==> src/rtl/ysyx_22040759_if_stage_pkg.sv <==
// Shared widths, reset vector, FSM encoding and bus types for the
// ysyx_22040759 instruction-fetch stage.
package ysyx_22040759_if_stage_pkg;

   localparam int FS_TO_DS_BUS_W = 96;
   localparam int BR_BUS_W       = 65;
   localparam int INST_W         = 32;
   localparam int PC_W           = 64;

   localparam logic [PC_W-1:0] RESET_PC = 64'h0000_0000_8000_0000;

   typedef enum logic [1:0] {
      FS_REQ    = 2'd0,
      FS_WAIT   = 2'd1,
      FS_CANCEL = 2'd2
   } fs_state_e;

   typedef struct packed {
      logic [INST_W-1:0] inst;
      logic [PC_W-1:0]   pc;
   } fs_to_ds_t;

   // Fetch addresses are always word aligned, whatever the branch unit sends.
   function automatic logic [PC_W-1:0] alignPc(input logic [PC_W-1:0] addr);
      return {addr[PC_W-1:2], 2'b00};
   endfunction

endpackage

==> src/rtl/ysyx_22040759_if_stage_if.sv <==
// Handshake and memory bundle between the fetch stage, decode, the branch
// unit and instruction memory.
interface ysyx_22040759_if_stage_if;
   import ysyx_22040759_if_stage_pkg::*;

   logic                      ds_allowin;
   logic                      fs_to_ds_valid;
   logic [FS_TO_DS_BUS_W-1:0] fs_to_ds_bus;
   logic [BR_BUS_W-1:0]       br_bus;
   logic                      imem_req;
   logic [PC_W-1:0]           imem_addr;
   logic                      imem_ready;
   logic                      imem_rvalid;
   logic [INST_W-1:0]         imem_rdata;

   modport master (
      input  ds_allowin, br_bus, imem_ready, imem_rvalid, imem_rdata,
      output fs_to_ds_valid, fs_to_ds_bus, imem_req, imem_addr
   );

   modport slave (
      output ds_allowin, br_bus, imem_ready, imem_rvalid, imem_rdata,
      input  fs_to_ds_valid, fs_to_ds_bus, imem_req, imem_addr
   );

endinterface

==> src/rtl/ysyx_22040759_if_stage_skid.sv <==
// One-entry skid buffer holding a fetched {inst, pc} while decode stalls.
module ysyx_22040759_if_skid
   import ysyx_22040759_if_stage_pkg::*;
(
   input  logic      i_clk,
   input  logic      i_rst_n,
   input  logic      i_push,
   input  logic      i_pop,
   input  logic      i_flush,
   input  fs_to_ds_t i_data,
   output logic      o_valid,
   output fs_to_ds_t o_data
);

   logic      r_valid;
   fs_to_ds_t r_data;

   // Flush wins so a redirect never leaves a stale wrong-path entry behind.
   always_ff @(posedge i_clk or negedge i_rst_n) begin
      if (!i_rst_n) begin
         r_valid <= 1'b0;
         r_data  <= '0;
      end else if (i_flush) begin
         r_valid <= 1'b0;
      end else if (i_push) begin
         r_valid <= 1'b1;
         r_data  <= i_data;
      end else if (i_pop) begin
         r_valid <= 1'b0;
      end
   end

   assign o_valid = r_valid;
   assign o_data  = r_data;

endmodule

==> src/rtl/ysyx_22040759_if_stage.sv <==
// Instruction-fetch stage: owns the PC, keeps one fetch outstanding, and
// hands {inst, pc} to decode through an output register plus a skid entry.
module ysyx_22040759_if_stage (
   input logic                          i_clk,
   input logic                          i_rst_n,
   ysyx_22040759_if_stage_if.master     io_bus
);
   import ysyx_22040759_if_stage_pkg::*;

   fs_state_e       r_state;
   logic [PC_W-1:0] r_pc;
   logic [PC_W-1:0] r_reqPc;
   logic            r_outValid;
   fs_to_ds_t       r_out;

   logic            w_skValid;
   fs_to_ds_t       w_skData;
   fs_to_ds_t       w_respData;
   logic            w_brTaken;
   logic [PC_W-1:0] w_brTarget;
   logic            w_req;
   logic            w_fire;
   logic            w_resp;
   logic            w_consume;
   logic            w_land;
   logic            w_push;
   logic            w_pop;

   assign w_brTaken  = io_bus.br_bus[BR_BUS_W-1];
   assign w_brTarget = alignPc(io_bus.br_bus[PC_W-1:0]);

   // Reset gates the request so memory never sees a fetch while held in reset.
   assign w_req      = i_rst_n && (r_state == FS_REQ) && !w_skValid && !w_brTaken;
   assign w_fire     = w_req && io_bus.imem_ready;
   assign w_resp     = (r_state == FS_WAIT) && io_bus.imem_rvalid && !w_brTaken;
   assign w_consume  = r_outValid && io_bus.ds_allowin;
   assign w_land     = w_resp && (!r_outValid || io_bus.ds_allowin);
   assign w_push     = w_resp && r_outValid && !io_bus.ds_allowin;
   assign w_pop      = w_consume && w_skValid && !w_brTaken;
   assign w_respData = {io_bus.imem_rdata, r_reqPc};

   // A redirect with a fetch still in flight must swallow that late response,
   // unless the response shows up in the redirect cycle itself.
   always_ff @(posedge i_clk or negedge i_rst_n) begin
      if (!i_rst_n) begin
         r_state <= FS_REQ;
         r_pc    <= RESET_PC;
         r_reqPc <= '0;
      end else if (w_brTaken) begin
         r_pc    <= w_brTarget;
         r_state <= ((r_state != FS_REQ) && !io_bus.imem_rvalid) ? FS_CANCEL : FS_REQ;
      end else begin
         case (r_state)
            FS_REQ: begin
               if (w_fire) begin
                  r_reqPc <= r_pc;
                  r_pc    <= r_pc + 64'd4;
                  r_state <= FS_WAIT;
               end
            end
            FS_WAIT: begin
               if (io_bus.imem_rvalid) r_state <= FS_REQ;
            end
            FS_CANCEL: begin
               if (io_bus.imem_rvalid) r_state <= FS_REQ;
            end
            default: r_state <= FS_REQ;
         endcase
      end
   end

   // The skid entry is older than any new response, but both can never be
   // pending together: no fetch issues while the skid entry is occupied.
   always_ff @(posedge i_clk or negedge i_rst_n) begin
      if (!i_rst_n) begin
         r_outValid <= 1'b0;
         r_out      <= '0;
      end else if (w_brTaken) begin
         r_outValid <= 1'b0;
      end else if (w_land) begin
         r_outValid <= 1'b1;
         r_out      <= w_respData;
      end else if (w_consume) begin
         r_outValid <= w_skValid;
         if (w_skValid) r_out <= w_skData;
      end
   end

   ysyx_22040759_if_skid u_skid (
      .i_clk   (i_clk),
      .i_rst_n (i_rst_n),
      .i_push  (w_push),
      .i_pop   (w_pop),
      .i_flush (w_brTaken),
      .i_data  (w_respData),
      .o_valid (w_skValid),
      .o_data  (w_skData)
   );

   assign io_bus.imem_req       = w_req;
   assign io_bus.imem_addr      = r_pc;
   assign io_bus.fs_to_ds_valid = r_outValid;
   assign io_bus.fs_to_ds_bus   = r_out;

endmodule

==> src/flat_wrapper.sv <==
// flat-port wrapper written by rule: the top's interface ports become plain ports
module ysyx_22040759_if_stage_flat import ysyx_22040759_if_stage_pkg::*;
  (i_clk, i_rst_n, io_bus_ds_allowin, io_bus_br_bus, io_bus_imem_ready, io_bus_imem_rvalid, io_bus_imem_rdata, io_bus_fs_to_ds_valid, io_bus_fs_to_ds_bus, io_bus_imem_req, io_bus_imem_addr);
  ysyx_22040759_if_stage_if io_bus_i ();
  input logic i_clk;
  input logic i_rst_n;
  input wire logic [$bits(io_bus_i.ds_allowin)-1:0] io_bus_ds_allowin;
  input wire logic [$bits(io_bus_i.br_bus)-1:0] io_bus_br_bus;
  input wire logic [$bits(io_bus_i.imem_ready)-1:0] io_bus_imem_ready;
  input wire logic [$bits(io_bus_i.imem_rvalid)-1:0] io_bus_imem_rvalid;
  input wire logic [$bits(io_bus_i.imem_rdata)-1:0] io_bus_imem_rdata;
  output wire logic [$bits(io_bus_i.fs_to_ds_valid)-1:0] io_bus_fs_to_ds_valid;
  output wire logic [$bits(io_bus_i.fs_to_ds_bus)-1:0] io_bus_fs_to_ds_bus;
  output wire logic [$bits(io_bus_i.imem_req)-1:0] io_bus_imem_req;
  output wire logic [$bits(io_bus_i.imem_addr)-1:0] io_bus_imem_addr;
  assign io_bus_i.ds_allowin = io_bus_ds_allowin;
  assign io_bus_i.br_bus = io_bus_br_bus;
  assign io_bus_i.imem_ready = io_bus_imem_ready;
  assign io_bus_i.imem_rvalid = io_bus_imem_rvalid;
  assign io_bus_i.imem_rdata = io_bus_imem_rdata;
  assign io_bus_fs_to_ds_valid = io_bus_i.fs_to_ds_valid;
  assign io_bus_fs_to_ds_bus = io_bus_i.fs_to_ds_bus;
  assign io_bus_imem_req = io_bus_i.imem_req;
  assign io_bus_imem_addr = io_bus_i.imem_addr;
  ysyx_22040759_if_stage u_core (.i_clk(i_clk), .i_rst_n(i_rst_n), .io_bus(io_bus_i));
endmodule
==> config.mk <==
export PLATFORM = sky130hd
export DESIGN_NAME = ysyx_22040759_if_stage_flat
export DESIGN_NICKNAME = d
export VERILOG_FILES = /design/src/rtl/ysyx_22040759_if_stage_pkg.sv /design/src/rtl/ysyx_22040759_if_stage_if.sv /design/src/rtl/ysyx_22040759_if_stage_skid.sv /design/src/rtl/ysyx_22040759_if_stage.sv /design/src/flat_wrapper.sv
export SDC_FILE = /design/constraint.sdc
export NUM_CORES = 1
export LEC_CHECK = 0
export CELL_PAD_IN_SITES_DETAIL_PLACEMENT = 1
export CELL_PAD_IN_SITES_GLOBAL_PLACEMENT = 1
export CORE_MARGIN = 4
export CORE_UTILIZATION = 40
export DETAILED_ROUTE_END_ITERATION = 8
export PLACE_DENSITY_LB_ADDON = 0.1
export SYNTH_ARGS = -nofsm -noshare
export SYNTH_HDL_FRONTEND = slang
export SYNTH_SLANG_ARGS = --single-unit
==> constraint.sdc <==
create_clock -name i_clk -period 5.8 [get_ports i_clk]
set_clock_uncertainty 0.15 [all_clocks]
set_input_delay 1.16 -clock i_clk [delete_from_list [all_inputs] [get_ports i_clk]]
set_output_delay 1.16 -clock i_clk [all_outputs]
set_load 0.02 [all_outputs]
======== After elaboration in Yosys (flattened, before gate mapping) ========
Cells that the tools add are included.
storage, ports and cells
  bits in registers ....................... 324
  bits in latches ......................... 0
  bits in writable memories ............... 0
  bits in read-only memories .............. 0
  input port bits ......................... 102
  output and inout bits ................... 162
  logic and storage cells ................. 65
  memories ................................ 0
operators by class
  add/sub/neg operators ................... 1
  multipliers ............................. 0
  divide/modulo/power cells ............... 0
  $lt $le $gt $ge ......................... 0
  equal/unequal tests ..................... 4
  shifts and indexed selects .............. 0
  mux-type cells .......................... 17
  bitwise operators ....................... 1
  reduce and logical (&&, ||, !) cells .... 33
operators with widths
  cell                                                              number
  96-bit 2-to-1 mux                                                 3
  64-bit 2-to-1 mux                                                 3
  64-bit by 3-bit adder with 64-bit output (second input constant)  1
  1-bit logical AND                                                 13
  2-bit nonzero test                                                5
  2-bit 2-to-1 mux                                                  4
  1-bit 2-to-1 mux                                                  6
  2-bit AND reduction                                               3
  3-bit AND reduction                                               2
  3-bit nonzero test                                                2
  1-bit zero test                                                   5
  2-bit case mux with 2 select lines                                1
  3-bit by 1-bit != test with 1-bit output (second input constant)  1
  3-bit by 2-bit != test with 1-bit output (second input constant)  1
  2-bit by 1-bit == test with 1-bit output (second input constant)  1
  2-bit == test (second input constant)                             1
  2-bit zero test                                                   1
  2-bit OR reduction                                                1
  1-bit logical OR                                                  1
  1-bit inverter                                                    1

======== Longest topological paths before layout ========
  word-level depth ........................ 8
  depth in mapped cells ................... 9
  gate-level depth less buffers ........... 8

======== Cells and area by module ========
From an unflattened synthesis, not the netlist that was laid out.
unflattened totals
  cell total of the unflattened synthesis .. 1401
  area, all modules ....................... 14890.5 um^2
by module, submodules not included
  module                  times used  cells an instance  area each (um^2)  seq. area each (um^2)
  ysyx_22040759_if_stage  1           1193               11079.4           5581.6
  ysyx_22040759_if_skid   1           208                3811.2            2427.3

======== Worst setup path after synthesis ========
No wires, ideal clock.
  kind .................................... input-to-output
  from .................................... input port io_bus_br_bus[64]
  to ...................................... output port io_bus_imem_req
  arrival time ............................ 1.674 ns
  required time ........................... 4.490 ns
  setup slack ............................. 2.816 ns
  stages on the path ...................... 2
  buffers on the path ..................... 0
  path through ............................ nand4bb_1 > inv_1
on the way
  longest elaborated chain between the ends .. 2
RTL lines
  item               RTL line                      text
  start, declared    flat_wrapper.sv:8             input wire logic [$bits(io_bus_i.br_bus)-1:0] io_bus_br_bus;
  1-bit zero test    ysyx_22040759_if_stage.sv:33  assign w_req = i_rst_n && (r_state == FS_REQ) && !w_skValid && !w_brTaken;
  1-bit logical AND  ysyx_22040759_if_stage.sv:33
  end, declared      flat_wrapper.sv:14            output wire logic [$bits(io_bus_i.imem_req)-1:0] io_bus_imem_req;
No other way between the ends.

======== Worst setup path in the final report ========
  from .................................... input port i_rst_n
  to ...................................... output port io_bus_imem_req
on the way
  longest elaborated chain between the ends .. 3
RTL lines
  item                             RTL line                      text
  start, declared                  flat_wrapper.sv:6             input logic i_rst_n;
  1-bit logical AND (3 in series)  ysyx_22040759_if_stage.sv:33
No other way between the ends.

==> reports/qor.yml <==
status: "finished, final reports clean"
synth-seq-area-share_pct: 55.2
post_cts_buffers: 0
drtPass1Iterations: 5
mostFrequentLayoutCell: "nand2_1"
async_flop_share_pct: 100
cts_hold_buf: 0
cp_max_fo: 32
nFillCells: 3851
die-area_um2: 38900
htreeDepth: 2
ios: 264
setup_viol: 0
drive_gt1_share_pct: 11.7
dp_cells: 2035
crit_family: "buffers and inverters"
swShare_pct: 29.9
fp-row-count: 69
ys_ff_latch: 316
crit_arrival_ns: 2.67
ir_drop_v: 0.000243
syn_inst: 1383
coreArea_um2: 35500
cts_buffers: 37
max_freq_mhz: 251
hpwlAfterDp_um: 30000
crit_required_ns: 4.49
final_cell_mix: "334 x nand2_1, 315 x dfrtp_1, 255 x clkdlybuf4s50_1"
clk_path_buf_depth: 3
synth.distinct_cells: 64
power.density_nw_per_um2: 367
clkPwrFrac_pct: 35.5
hold_viol_final: 0
power.internal_mw: 4.79
finalPower_mw: 6.84
synth_edf_count: 0
pwr-share-comb_pct: 22.1
period_needed_ns: 3.98
cts_sinks: 316
nNetsFinal: 1718
cap_violations: 0
gp_congestion: 0.830
viasPerCell: 5.55
clk_latency_ns: 0.51
ys_warn_count: 0
p_seq_share_pct: 42.4
grt_pass1_wl_um: 72200
ant_nets: 0
wl_per_cell_um: 21.6
grt_setup_unrepaired: "no"
area_growth_pct: 30.1
max_stage_delay_ns: 0.69
first_global_vias: 12400
die_h_um: 197
tightest_slew_ns: 1.06
p_sw_mw: 2.05
antenna_found_initial: 2
cpMaxStageDelayCell: "clkdlybuf4s50_1"
power.leakage_nw: 8.76
grt_max_degree: 148
syn-cell-area_um2: 14300
worstHoldPathType: "register to register"
diodes: 0
final_cells: 2103
cp_num_buf_inv: 4
grt_usage_pct: 23.1
ctsResizeCount: 0
synthFlopType: "dfrtp_1"
first_iter_violations: 667
cp-end-kind: "output port"
wl_um: 45400
cts.clk_slew.worst_paths_ns: 0.06
overflow: 0
finalMaxSlewViolations: 0
crit_path_cell_trace: "buf_8 -> nand4bb_1 -> buf_4 -> inv_1 -> clkdlybuf4s50_1"
vias: 11700
drc: 0
clock_tree.root_cell: "clkbuf_16"
totalNegativeSetupSlack_ns: 0
fin_crit_sh_pct: 68.6
start_util_pct: 40.4
io_buffers: 257
syn_avg_cell_area_um2: 10.4
slew_headroom_pct: 28.9
cts_tree: "built"
startpoint_type: "input port"
die_x_um: 197
crit_type: "input port to output port"
## area by class of cell
class / instances / area (µm²) / area share, %
Clock inverter: 12 / 169 / 0.906
Sequential cell: 316 / 7910 / 42.4
Clock buffer: 56 / 1120 / 6.00
Inverter: 13 / 48.8 / 0.262
Timing Repair Buffer: 274 / 2750 / 14.7
Tap cell: 461 / 577 / 3.09
Multi-Input combinational cell: 971 / 6080 / 32.6
## per-layer routing
layer  track usage (%)  wire length (µm)  up-vias
li1                  -                 -     5378
met1              33.1             20800     5916
met2              36.7             20900      317
met3              4.49              2760       61
met4              5.03               839        4
met5                 0                19        -
## power by group through the flow
stage / Combinational, mW / Clock, mW / Sequential [mW]
5_1_grt: 1.64 / 2.61 / 2.96
2_1_floorplan: 0.407 / 0 / 3.15
3_3_place_gp: 1.49 / 0 / 2.92
4_1_cts: 1.53 / 2.50 / 2.90
3_5_place_dp: 1.53 / 0 / 2.94
6_report: 1.51 / 2.43 / 2.90
## state kept, by name, summed over array words and instances (netlist names)
signal,count
u_core.io_bus.fs_to_ds_valid,1
u_core.io_bus.imem_addr,62
u_core.r_reqPc,62
u_core.io_bus.fs_to_ds_bus,94
u_core.u_skid.o_valid,1
u_core.r_state,2
u_core.u_skid.o_data,94
## Yosys cell counts, types with 4 or more instances
cell	count	area share, %
dfrtp_1	315	55
a31oi_1	13	0.57
nor4_2	4	0.35
nor2_1	35	0.92
and2_1	10	0.44
nor4_1	11	0.48
nor3_1	22	0.77
and3_1	10	0.44
a21o_1	5	0.26
buf_1	15	0.39
buf_4	4	0.21
a21oi_1	13	0.45
mux2i_1	99	6.9
nand4_1	31	1.4
clkbuf_1	52	1.4
or3_1	19	0.83
buf_2	14	0.49
a221o_1	6	0.42
o31ai_1	4	0.21
and4_1	4	0.24
o21ai_0	126	4.4
o211ai_1	15	0.79
nand3_1	38	1.3
or4_1	7	0.37
o311ai_0	14	0.86
nand2_1	335	8.8
mux2_2	95	7.5
inv_1	12	0.31
## tightest hold or removal path, delay by kind of cell (launching register included)
kind            cells  cell delay [ns]
compound gates      1             0.06
flops               1             0.35
simple gates        1             0.05
## through the flow
step                      setup WS (ns)  utilization, %  cell area, µm²  hold slack [ns]
after floorplan                    2.82               -           14400            0.312
after global placement             1.83            48.9           17400            0.329
after detailed placement           1.78            48.9           17400            0.334
after CTS                          1.81            52.6           18600            0.341
after global routing               1.71            52.6           18600            0.345
final                              1.82            52.6           18600            0.343
## logic make-up after synthesis
group                    Yosys count  share of synthesized area [%]
AO/OA/AOI/OAI                    224                           9.63
other                              1                         0.0262
flip-flops                       316                           55.2
XOR/XNOR                           4                          0.244
adder cells (fa/ha/maj)            3                          0.262
buffers and inverters             99                           2.83
AND/OR/NAND/NOR                  542                           17.5
multiplexers                     194                           14.4
## path summary, 6_finish.rpt
check | start | slack (ns) | cells past startpoint | endpoint
setup / recovery | i_rst_n | 1.82 | 5 | io_bus_imem_req
hold / removal | u_core.r_reqPc[44] | 0.34 | 2 | u_core.io_bus.fs_to_ds_bus[44]
setup reg to reg | u_core.io_bus.imem_addr[2] | 2.59 | 5 | u_core.io_bus.imem_addr[39]
hold reg to reg | u_core.r_reqPc[44] | 0.34 | 2 | u_core.io_bus.fs_to_ds_bus[44]
max in group asynchronous | i_rst_n | 3.90 | 2 | u_core.io_bus.imem_addr[4]
min in group asynchronous | i_rst_n | 0.35 | 1 | u_core.io_bus.fs_to_ds_bus[69]
No activity file was read; power rests on OpenSTA's default activity.
